`src/rtl/maze_pkg.sv`:
```
// Shared types and sizes for the maze navigation controller.
// Map is MAZE_DIM x MAZE_DIM cells; row byte bit (7-c) is column c, 1 = open.
package maze_pkg;
   localparam int MAZE_DIM = 8;
   localparam int ROW_W    = 3;
   localparam int CNT_W    = 4;

   typedef enum logic [1:0] {
      DIR_UP    = 2'd0,
      DIR_RIGHT = 2'd1,
      DIR_DOWN  = 2'd2,
      DIR_LEFT  = 2'd3
   } dir_e;

   typedef enum logic [2:0] {
      ST_IDLE,
      ST_LOAD,
      ST_READY,
      ST_DONE,
      ST_FAIL
   } state_e;
endpackage

```
`src/rtl/maze_nav_ctrl_if.sv`:
```
// ROM read port plus move request/result handshake of the maze controller.
interface maze_nav_ctrl_if;
   import maze_pkg::*;

   logic                rom_en;
   logic [ROW_W-1:0]    rom_addr;
   logic [MAZE_DIM-1:0] rom_data;
   logic                move_valid;
   logic [1:0]          move_dir;
   logic                move_ready;
   logic                move_done;
   logic                move_ok;

   modport master (
      output rom_en, rom_addr, move_ready, move_done, move_ok,
      input  rom_data, move_valid, move_dir
   );

   modport slave (
      input  rom_en, rom_addr, move_ready, move_done, move_ok,
      output rom_data, move_valid, move_dir
   );
endinterface

```
`src/rtl/maze_bitmap.sv`:
```
// 8x8 map register file: row write port, combinational cell lookup,
// and a registered row read for the display.
module maze_bitmap
   import maze_pkg::*;
(
   input  logic                clk,
   input  logic                rst_n,
   input  logic                we,
   input  logic [ROW_W-1:0]    waddr,
   input  logic [MAZE_DIM-1:0] wdata,
   input  logic [ROW_W-1:0]    lk_row,
   input  logic [ROW_W-1:0]    lk_col,
   output logic                lk_bit,
   input  logic [ROW_W-1:0]    q_row,
   output logic [MAZE_DIM-1:0] q_bits
);
   logic [MAZE_DIM-1:0][MAZE_DIM-1:0] rows;

   always_ff @(posedge clk or negedge rst_n) begin
      if (!rst_n) begin
         rows   <= '0;
         q_bits <= '0;
      end else begin
         if (we) rows[waddr] <= wdata;
         q_bits <= rows[q_row];
      end
   end

   // column c is stored MSB-first, so it sits at bit (7-c)
   assign lk_bit = rows[lk_row][ROW_W'(MAZE_DIM-1) - lk_col];
endmodule

```
`src/rtl/maze_nav_ctrl.sv`:
```
// Maze sequencer: loads the map ROM into a bitmap on start, then judges
// player moves against it and flags arrival at the goal cell.
module maze_nav_ctrl
   import maze_pkg::*;
#(
   parameter int START_ROW = 0,
   parameter int START_COL = 7,
   parameter int GOAL_ROW  = 7,
   parameter int GOAL_COL  = 0
) (
   input  logic                clk,
   input  logic                rst_n,
   input  logic                start,
   maze_nav_ctrl_if.master     bus,
   output logic [ROW_W-1:0]    pos_row,
   output logic [ROW_W-1:0]    pos_col,
   input  logic [ROW_W-1:0]    q_row,
   output logic [MAZE_DIM-1:0] q_bits,
   output logic                map_loaded,
   output logic                goal,
   output logic                start_blocked
);
   localparam logic [ROW_W-1:0] SR = ROW_W'(START_ROW);
   localparam logic [ROW_W-1:0] SC = ROW_W'(START_COL);
   localparam logic [ROW_W-1:0] GR = ROW_W'(GOAL_ROW);
   localparam logic [ROW_W-1:0] GC = ROW_W'(GOAL_COL);
   localparam logic [ROW_W-1:0] LAST = ROW_W'(MAZE_DIM-1);

   state_e           state, state_nxt;
   logic [CNT_W-1:0] cnt, cnt_nxt;
   logic [ROW_W-1:0] tgt_row, tgt_col, lk_row, lk_col;
   logic             in_grid, lk_bit, tgt_ok, start_open, accept, start_go;

   assign start_go = start && (state != ST_LOAD);
   assign accept   = (state == ST_READY) && bus.move_valid && !start;
   assign tgt_ok   = in_grid && lk_bit;

   always_comb begin
      tgt_row = pos_row;
      tgt_col = pos_col;
      in_grid = 1'b1;
      case (dir_e'(bus.move_dir))
         DIR_UP:    begin in_grid = (pos_row != '0);   tgt_row = pos_row - 1'b1; end
         DIR_RIGHT: begin in_grid = (pos_col != LAST); tgt_col = pos_col + 1'b1; end
         DIR_DOWN:  begin in_grid = (pos_row != LAST); tgt_row = pos_row + 1'b1; end
         DIR_LEFT:  begin in_grid = (pos_col != '0);   tgt_col = pos_col - 1'b1; end
         default: ;
      endcase
   end

   // the lookup port checks the start cell while loading, the move target otherwise
   assign lk_row = (state == ST_LOAD) ? SR : tgt_row;
   assign lk_col = (state == ST_LOAD) ? SC : tgt_col;
   // the last row is written on the same edge that decides, so read it from the ROM bus
   assign start_open = (SR == LAST) ? bus.rom_data[LAST - SC] : lk_bit;

   maze_bitmap u_bitmap (
      .clk    (clk),
      .rst_n  (rst_n),
      .we     ((state == ST_LOAD) && (cnt != '0)),
      .waddr  (ROW_W'(cnt - 1'b1)),
      .wdata  (bus.rom_data),
      .lk_row (lk_row),
      .lk_col (lk_col),
      .lk_bit (lk_bit),
      .q_row  (q_row),
      .q_bits (q_bits)
   );

   always_ff @(posedge clk or negedge rst_n) begin
      if (!rst_n) begin
         state <= ST_IDLE;
         cnt   <= '0;
      end else begin
         state <= state_nxt;
         cnt   <= cnt_nxt;
      end
   end

   always_comb begin
      state_nxt     = state;
      cnt_nxt       = cnt;
      bus.rom_en    = 1'b0;
      bus.rom_addr  = '0;
      bus.move_ready = (state == ST_READY);
      map_loaded    = (state == ST_READY) || (state == ST_DONE);
      goal          = (state == ST_DONE);
      start_blocked = (state == ST_FAIL);
      if (state == ST_LOAD && cnt < CNT_W'(MAZE_DIM)) begin
         bus.rom_en   = 1'b1;
         bus.rom_addr = ROW_W'(cnt);
      end
      if (start_go) begin
         state_nxt = ST_LOAD;
         cnt_nxt   = '0;
      end else begin
         case (state)
            ST_LOAD:
               if (cnt == CNT_W'(MAZE_DIM)) begin
                  if (!start_open)             state_nxt = ST_FAIL;
                  else if (SR == GR && SC == GC) state_nxt = ST_DONE;
                  else                         state_nxt = ST_READY;
               end else begin
                  cnt_nxt = cnt + 1'b1;
               end
            ST_READY:
               if (accept && tgt_ok && tgt_row == GR && tgt_col == GC) state_nxt = ST_DONE;
            default: ;
         endcase
      end
   end

   always_ff @(posedge clk or negedge rst_n) begin
      if (!rst_n) begin
         pos_row       <= SR;
         pos_col       <= SC;
         bus.move_done <= 1'b0;
         bus.move_ok   <= 1'b0;
      end else begin
         bus.move_done <= accept;
         if (accept) bus.move_ok <= tgt_ok;
         if (accept && tgt_ok) begin
            pos_row <= tgt_row;
            pos_col <= tgt_col;
         end else if (state == ST_LOAD && cnt == CNT_W'(MAZE_DIM) && !start_go) begin
            pos_row <= SR;
            pos_col <= SC;
         end
      end
   end
endmodule

```
`src/flat_wrapper.sv`:
```
// flat-port wrapper written by rule: the top's interface ports become plain ports
module maze_nav_ctrl_flat import maze_pkg::*;
#(
   parameter int START_ROW = 0,
   parameter int START_COL = 7,
   parameter int GOAL_ROW  = 7,
   parameter int GOAL_COL  = 0
)
  (clk, rst_n, start, pos_row, pos_col, q_row, q_bits, map_loaded, goal, start_blocked, bus_rom_en, bus_rom_addr, bus_move_ready, bus_move_done, bus_move_ok, bus_rom_data, bus_move_valid, bus_move_dir);
  maze_nav_ctrl_if bus_i ();
  input  logic clk;
  input  logic rst_n;
  input  logic start;
  output logic [ROW_W-1:0] pos_row;
  output logic [ROW_W-1:0] pos_col;
  input  logic [ROW_W-1:0] q_row;
  output logic [MAZE_DIM-1:0] q_bits;
  output logic map_loaded;
  output logic goal;
  output logic start_blocked;
  output wire logic [$bits(bus_i.rom_en)-1:0] bus_rom_en;
  output wire logic [$bits(bus_i.rom_addr)-1:0] bus_rom_addr;
  output wire logic [$bits(bus_i.move_ready)-1:0] bus_move_ready;
  output wire logic [$bits(bus_i.move_done)-1:0] bus_move_done;
  output wire logic [$bits(bus_i.move_ok)-1:0] bus_move_ok;
  input wire logic [$bits(bus_i.rom_data)-1:0] bus_rom_data;
  input wire logic [$bits(bus_i.move_valid)-1:0] bus_move_valid;
  input wire logic [$bits(bus_i.move_dir)-1:0] bus_move_dir;
  assign bus_rom_en = bus_i.rom_en;
  assign bus_rom_addr = bus_i.rom_addr;
  assign bus_move_ready = bus_i.move_ready;
  assign bus_move_done = bus_i.move_done;
  assign bus_move_ok = bus_i.move_ok;
  assign bus_i.rom_data = bus_rom_data;
  assign bus_i.move_valid = bus_move_valid;
  assign bus_i.move_dir = bus_move_dir;
  maze_nav_ctrl #(.START_ROW(START_ROW), .START_COL(START_COL), .GOAL_ROW(GOAL_ROW), .GOAL_COL(GOAL_COL)) u_core (.clk(clk), .rst_n(rst_n), .start(start), .bus(bus_i), .pos_row(pos_row), .pos_col(pos_col), .q_row(q_row), .q_bits(q_bits), .map_loaded(map_loaded), .goal(goal), .start_blocked(start_blocked));
endmodule
```
`config.mk`:
```
export PLATFORM = sky130hd
export DESIGN_NAME = maze_nav_ctrl_flat
export DESIGN_NICKNAME = d
export VERILOG_FILES = /design/src/rtl/maze_pkg.sv /design/src/rtl/maze_nav_ctrl_if.sv /design/src/rtl/maze_bitmap.sv /design/src/rtl/maze_nav_ctrl.sv /design/src/flat_wrapper.sv
export SDC_FILE = /design/constraint.sdc
export NUM_CORES = 1
export LEC_CHECK = 0
export CORE_MARGIN = 1.5
export CORE_UTILIZATION = 40
export DETAILED_ROUTE_END_ITERATION = 10
export GPL_ROUTABILITY_DRIVEN = 0
export PLACE_DENSITY_LB_ADDON = 0.12
export SLEW_MARGIN = 20
export SYNTH_ARGS = -nofsm -noshare
export SYNTH_HDL_FRONTEND = slang
export SYNTH_SLANG_ARGS = --single-unit
```
`constraint.sdc`:
```
create_clock -name clk -period 4.63 [get_ports clk]
set_input_delay 0.6945 -clock clk [delete_from_list [all_inputs] [get_ports clk]]
set_output_delay 0.6945 -clock clk [all_outputs]
set_load 0.02 [all_outputs]
```
== After elaboration in Yosys (flattened, before gate mapping) ==
Index checks and enable logic that the tools add are counted.

* Register bits after elaboration: 87
* Input bits: 17
* Output and inout port bits: 24
* Logic and storage cells: 96

* Add/subtract/negate cells: 7
* Magnitude comparators: 6
* Equal/unequal tests: 15
* Mux-type cells: 28
* Reductions and logical operators: 25

{| class="wikitable"
|+ Operators by type and width
! cell !! count
|-
| 64-bit bitwise mux || 1
|-
| 8-bit binary-select mux with 3-bit select || 2
|-
| 3-bit two-way mux || 11
|-
| 8-bit demux with 3-bit select || 1
|-
| 8-bit two-way mux || 3
|-
| 3-bit one-hot mux with 2 select lines || 3
|-
| 3-bit by 4-bit less-than comparator with 1-bit output (second input constant) || 4
|-
| 1-bit logical AND || 12
|-
| 4-bit two-way mux || 3
|-
| 3-bit nonzero test || 3
|-
| 3-bit by 1-bit subtractor with 3-bit output (second input constant) || 3
|-
| 3-bit by 1-bit adder with 3-bit output (second input constant) || 2
|-
| 3-bit by 2-bit == test with 1-bit output (second input constant) || 2
|-
| 3-bit == test (second input constant) || 2
|-
| 3-bit by 1-bit != test with 1-bit output (second input constant) || 2
|-
| 3-bit != test (second input constant) || 2
|-
| 4-bit by 1-bit adder with 4-bit output (second input constant) || 1
|-
| 2-bit == test (second input constant) || 2
|-
| 4-bit == test (second input constant) || 1
|-
| 4-bit less-than comparator (second input constant) || 1
|-
| 1-bit one-hot mux with 4 select lines || 1
|-
| 2-bit nonzero test || 2
|-
| 4-bit nonzero test || 1
|-
| 1-bit binary-select mux with 3-bit select || 1
|-
| 13 further kinds || 15
|}

== Logic depth before layout (Yosys ltp) ==
* Word-level depth: 14
* Mapped depth: 14

== Cells and area by module ==
From an unflattened synthesis, not the netlist that was laid out.

* Cells, all modules: 362
* Area total of the unflattened synthesis: 4901.0 sq um

{| class="wikitable"
|+ Modules (own cells, without submodules)
! module !! instances !! cells an instance !! area each (sq um) !! seq. area each (sq um)
|-
| maze_bitmap || 1 || 227 || 3723.6 || 1801.7
|-
| maze_nav_ctrl || 1 || 135 || 1177.4 || 379.1
|}

== Worst setup path before layout ==
No wires, ideal clock.

* Kind: in2reg
* Start point: input port bus_move_dir[0]
* End point: register u_core.pos_row[0]
* Setup time: 120 ps
* Arrival time: 3536 ps
* Required time: 4510 ps
* Setup slack: 974 ps
* Cell stages on the path: 14
* Path buffers: 2
* Path through: inv_1 -> ha_1 -> fa_1 -> xnor2_1 -> or3_1 -> buf_2 -> and2_4 -> buf_6 -> o311ai_4 -> a211oi_2 -> or4_4 -> o22ai_4 -> nand2_4 -> a31o_1

* Word-level cells in the longest chain between the ends: 10

{| class="wikitable"
|+ RTL lines
! element !! line !! source
|-
| start: declaration || flat_wrapper.sv:28 || <nowiki>input wire logic [$bits(bus_i.move_dir)-1:0] bus_move_dir;</nowiki>
|-
| 2-bit == test or 2-bit logical NOT (tied branches) || maze_nav_ctrl.sv:42 || <nowiki>case (dir_e'(bus.move_dir))</nowiki>
|-
| 3-bit one-hot mux with 2 select lines || maze_nav_ctrl.sv:42 ||
|-
| 3-bit two-way mux || maze_nav_ctrl.sv:52 || <nowiki>assign lk_row = (state == ST_LOAD) ? SR : tgt_row;</nowiki>
|-
| 8-bit binary-select mux with 3-bit select || maze_bitmap.sv:30 || <nowiki>assign lk_bit = rows[lk_row][ROW_W'(MAZE_DIM-1) - lk_col];</nowiki>
|-
| 8-bit two-way mux (not written as such) || maze_bitmap.sv:30 ||
|-
| 1-bit binary-select mux with 3-bit select || maze_bitmap.sv:30 ||
|-
| 1-bit two-way mux (not written as such) || maze_bitmap.sv:30 ||
|-
| 1-bit logical AND || maze_nav_ctrl.sv:36 || <nowiki>assign tgt_ok = in_grid && lk_bit;</nowiki>
|-
| 1-bit logical AND || maze_nav_ctrl.sv:122 || <nowiki>if (accept && tgt_ok) begin</nowiki>
|-
| 3-bit two-way mux or 2-bit nonzero test (tied branches) || - ||
|-
| end signal: assignment || maze_nav_ctrl.sv:123 || <nowiki>pos_row <= tgt_row;</nowiki>
|-
| end: declaration || maze_nav_ctrl.sv:15 || <nowiki>output logic [ROW_W-1:0] pos_row,</nowiki>
|}

Parallel ways exist; a longest one is shown, timed or not. The select of a mux whose other input is x is not followed.
A chain may end at the register's enable or synchronous reset.

== Worst setup path in the final report ==
* Start point: input port bus_move_dir[0]
* End point: register u_core.pos_row[2]

Same word-level chain as after synthesis.

==> results.py <==
metrics = {
    "clock_network": {
        "clockRootBuffer": "clkbuf_16",
        "htree_levels": 3,
        "cts_tree": "built",
        "clk_pin_slew_ns": 0.06,
        "cts_max_path_buffers": 2,
        "cts_buffers": 9,
        "cts_resized": 0,
        "post_cts_buffers": 0,
        "clkSinkCount": 87,
        "clock_latency_ns": 0.35,
        "cts_hold_buf": 0,
    },
    "synth": {
        "syn-instance-count": 413,
        "synth_edf_count": 0,
        "synth_compound_area_frac": 0.125,
        "yosys.area_share.simple": 0.100,
        "yosysWarnings": 0,
        "syn_nets": 439,
        "synth_xor_area_frac": 0.00867,
        "async_reset_ff_frac": 1.00,
        "ys.flop_type": "dfrtp_1",
        "syn_avg_cell_area_sq_um": 12.2,
        "synth_top_family_by_area": "multiplexers",
        "ys_ff_latch": 87,
        "synth_mux_area_frac": 0.269,
        "synth_cell_types": 68,
        "netlist_area_sq_mm": 0.00505,
        "seq_area_frac_synth": 0.432,
        "synthAdderAreaFrac": 0.0253,
    },
    "grt": {
        "grt_first_pass_wirelength_microns": 21000,
        "antenna_found_initial": 0,
        "grt_use_met1": 0.298,
        "grt_start_max_net_pins": 57,
        "grt_use_met2": 0.339,
        "met3_usage": 0.0406,
        "gr-total-overflow": 0,
        "grt_pass1_vias": 3568,
        "top_usage_layer": "met2",
        "track_usage": 0.214,
    },
    "critical_path": {
        "worst_ep_required_time_ns": 4.87,
        "end_kind": "flip-flop",
        "crit_type": "primary input to flip-flop",
        "arrival_ns": 4.27,
        "worst_setup_path_start_kind": "primary input",
        "reg2reg_depth": 11,
        "cp_max_fo": 9,
    },
    "detailed_routing": {
        "wl_per_cell_microns": 21.4,
        "routed_wl_microns": 13400,
        "viasPerCell": 5.83,
        "dr.pass1.iters": 6,
        "via_count": 3647,
        "ant_nets": 0,
        "drtIter0Drc": 259,
        "drc_errors": 0,
    },
    "die": {
        "io_pins": 41,
        "die_area_sq_mm": 0.0133,
        "rows": 40,
        "die_h_microns": 115,
        "core_sq_mm": 0.0122,
        "initial_utilization": 0.416,
        "die_x_microns": 115,
    },
    "flow_run": {
        "max_cap_violations": 0,
    },
    "layout": {
        "final_layout_size_suffix_gt1_frac": 0.325,
        "fillers": 1095,
        "final_util": 0.487,
        "nets": 479,
        "synthToLayoutAreaGrowth_pct": 17.1,
        "diodes": 0,
    },
    "power_and_ir_drop": {
        "total_power_mw": 4.18,
        "powerDensity_mw_per_mm2": 707,
        "p_leak_nw": 2.43,
        "ir_worst_vdd_mv": 0.292,
    },
    "timing": {
        "slew_headroom": 0.251,
        "min_period_over_period": 0.870,
        "tightest_slew_ns": 1.12,
        "fin_setup_tns_ns": 0,
        "final_hold_viol_count": 0,
        "clock.fmax_mhz": 248,
        "setup_violations": 0,
        "finalHoldWorstSlack_ns": 0.407,
        "skew_ns": 0.00656,
        "slew_violations": 0,
        "period_needed_ns": 4.03,
        "rsz0062_at_grt": "no",
    },
    "placement": {
        "dp_hpwl_microns": 9420,
        "port_buffers": 40,
    },
    "min_path": {
        "hold_class": "primary input to async pin",
    },
    "outcome": {
        "status": "finished, final reports clean",
    },
}
## path summary, 6_finish.rpt
check / start / end / slack, ns
worst min-delay path: rst_n / u_core.cnt[0] / 0.41
min in group clk: u_core.u_bitmap.rows[13] / u_core.u_bitmap.rows[13] / 0.53
worst max-delay path: bus_move_dir[0] / u_core.pos_row[2] / 0.60
worst min register to register: u_core.u_bitmap.rows[13] / u_core.u_bitmap.rows[13] / 0.53
max in group asynchronous: rst_n / u_core.u_bitmap.rows[31] / 3.29
worst max register to register: u_core.pos_row[0] / u_core.pos_row[2] / 0.99
## worst max-delay path, stage by stage
cell	delay [ns]
clkdlybuf4s50_1	0.50
inv_1	0.09
ha_1	0.26
fa_1	0.39
xnor2_1	0.28
or3_1	0.27
nand2_2	0.20
mux4_2	0.41
a211oi_2	0.07
or4_4	0.45
o22ai_4	0.27
nand2_4	0.12
a31o_1	0.24
## cells in the final DEF (no fill, tap or decap), types with 9 or more instances in the layout
| cell type | Yosys | layout |
|---|---|---|
| mux4_2 | 17 | 17 |
| buf_4 | 2 | 15 |
| mux2_2 | 76 | 76 |
| clkbuf_16 | 0 | 9 |
| nand3_1 | 9 | 9 |
| clkdlybuf4s50_1 | 0 | 39 |
| dfrtp_1 | 84 | 84 |
| nor2_1 | 16 | 16 |
| a21oi_1 | 10 | 10 |
| nand2_1 | 13 | 13 |
| inv_1 | 16 | 16 |
| o21ai_0 | 17 | 16 |
| mux2i_1 | 12 | 12 |
## area by class of cell
type,count,area (sq um),share of cell area
inverters,16,60.1,0.0101
repair buffers,54,503,0.0850
clock inverters,3,17.5,0.00296
well taps,168,210,0.0355
multi-input cells,285,2690,0.454
flip-flops and latches,87,2180,0.368
clock buffers,13,260,0.0440
## power breakdown
part           internal, mW  leakage (nW)  switching [mW]  total [mW]
clock                 0.391         0.136           0.294       0.686
combinational          1.03          1.26            1.01        2.04
sequential             1.13          1.03           0.321        1.45
total                  2.55          2.43            1.63        4.18
## synth_stat cells, types with 3 or more instances
| library cell | count | area (sq um) |
|---|---|---|
| o221ai_1 | 3 | 26.3 |
| a2111oi_0 | 3 | 26.3 |
| o21ai_0 | 17 | 85.1 |
| dfstp_2 | 3 | 78.8 |
| buf_2 | 7 | 35.0 |
| and3_2 | 3 | 22.5 |
| o211a_1 | 3 | 30.0 |
| mux4_2 | 17 | 383 |
| and2_1 | 4 | 25.0 |
| a31oi_1 | 4 | 25.0 |
| clkbuf_1 | 9 | 33.8 |
| or3_1 | 4 | 25.0 |
| a21oi_1 | 10 | 50.1 |
| nand2_1 | 13 | 48.8 |
| dfrtp_1 | 84 | 2100 |
| nor2_1 | 16 | 60.1 |
| ha_1 | 7 | 87.6 |
| a211oi_1 | 4 | 30.0 |
| xnor2_1 | 4 | 35.0 |
| o32ai_1 | 3 | 26.3 |
| nand3_1 | 9 | 45.0 |
| mux2i_1 | 12 | 120 |
| a31o_1 | 3 | 26.3 |
| inv_1 | 16 | 60.1 |
| nor3_1 | 10 | 50.1 |
| buf_1 | 3 | 11.3 |
| and3_1 | 3 | 18.8 |
| a221oi_1 | 8 | 70.1 |
| a22oi_1 | 3 | 22.5 |
| a211oi_2 | 3 | 37.5 |
| mux2_2 | 76 | 856 |
## metal layers
layer / vias up / part of all wire
met5: - / 0
met4: 0 / 0.015
met3: 19 / 0.043
met2: 100 / 0.48
met1: 1873 / 0.46
li1: 1655 / -
## registers in the layout, indices dropped and copies added, names as in the netlist
register and cells:
u_core.cnt 4, u_core.bus.move_done 1, u_core.bus.move_ok 1, u_core.u_bitmap.q_bits 8, u_core.pos_row 3, u_core.u_bitmap.rows 64
u_core.pos_col 3, u_core.state 3
## cell families (layout without fill, tap and decap cells)
logic type,count (synthesis),in the layout
buf+inv,41,86
fa+ha+maj,9,9
flops,87,87
mux,105,105
simple gates,84,84
compound gates,82,82
xor+xnor,5,5
## per-stage QoR
stage                     instances  instance area, sq um  setup WS [ns]
after floorplan                 413                  5050          0.974
after global placement          610                  5640          0.219
after detailed placement        610                  5640          0.214
after CTS                       626                  5920          0.583
after global routing            626                  5920          0.384
final                           626                  5920          0.603
No activity file was read; power rests on OpenSTA's default activity.
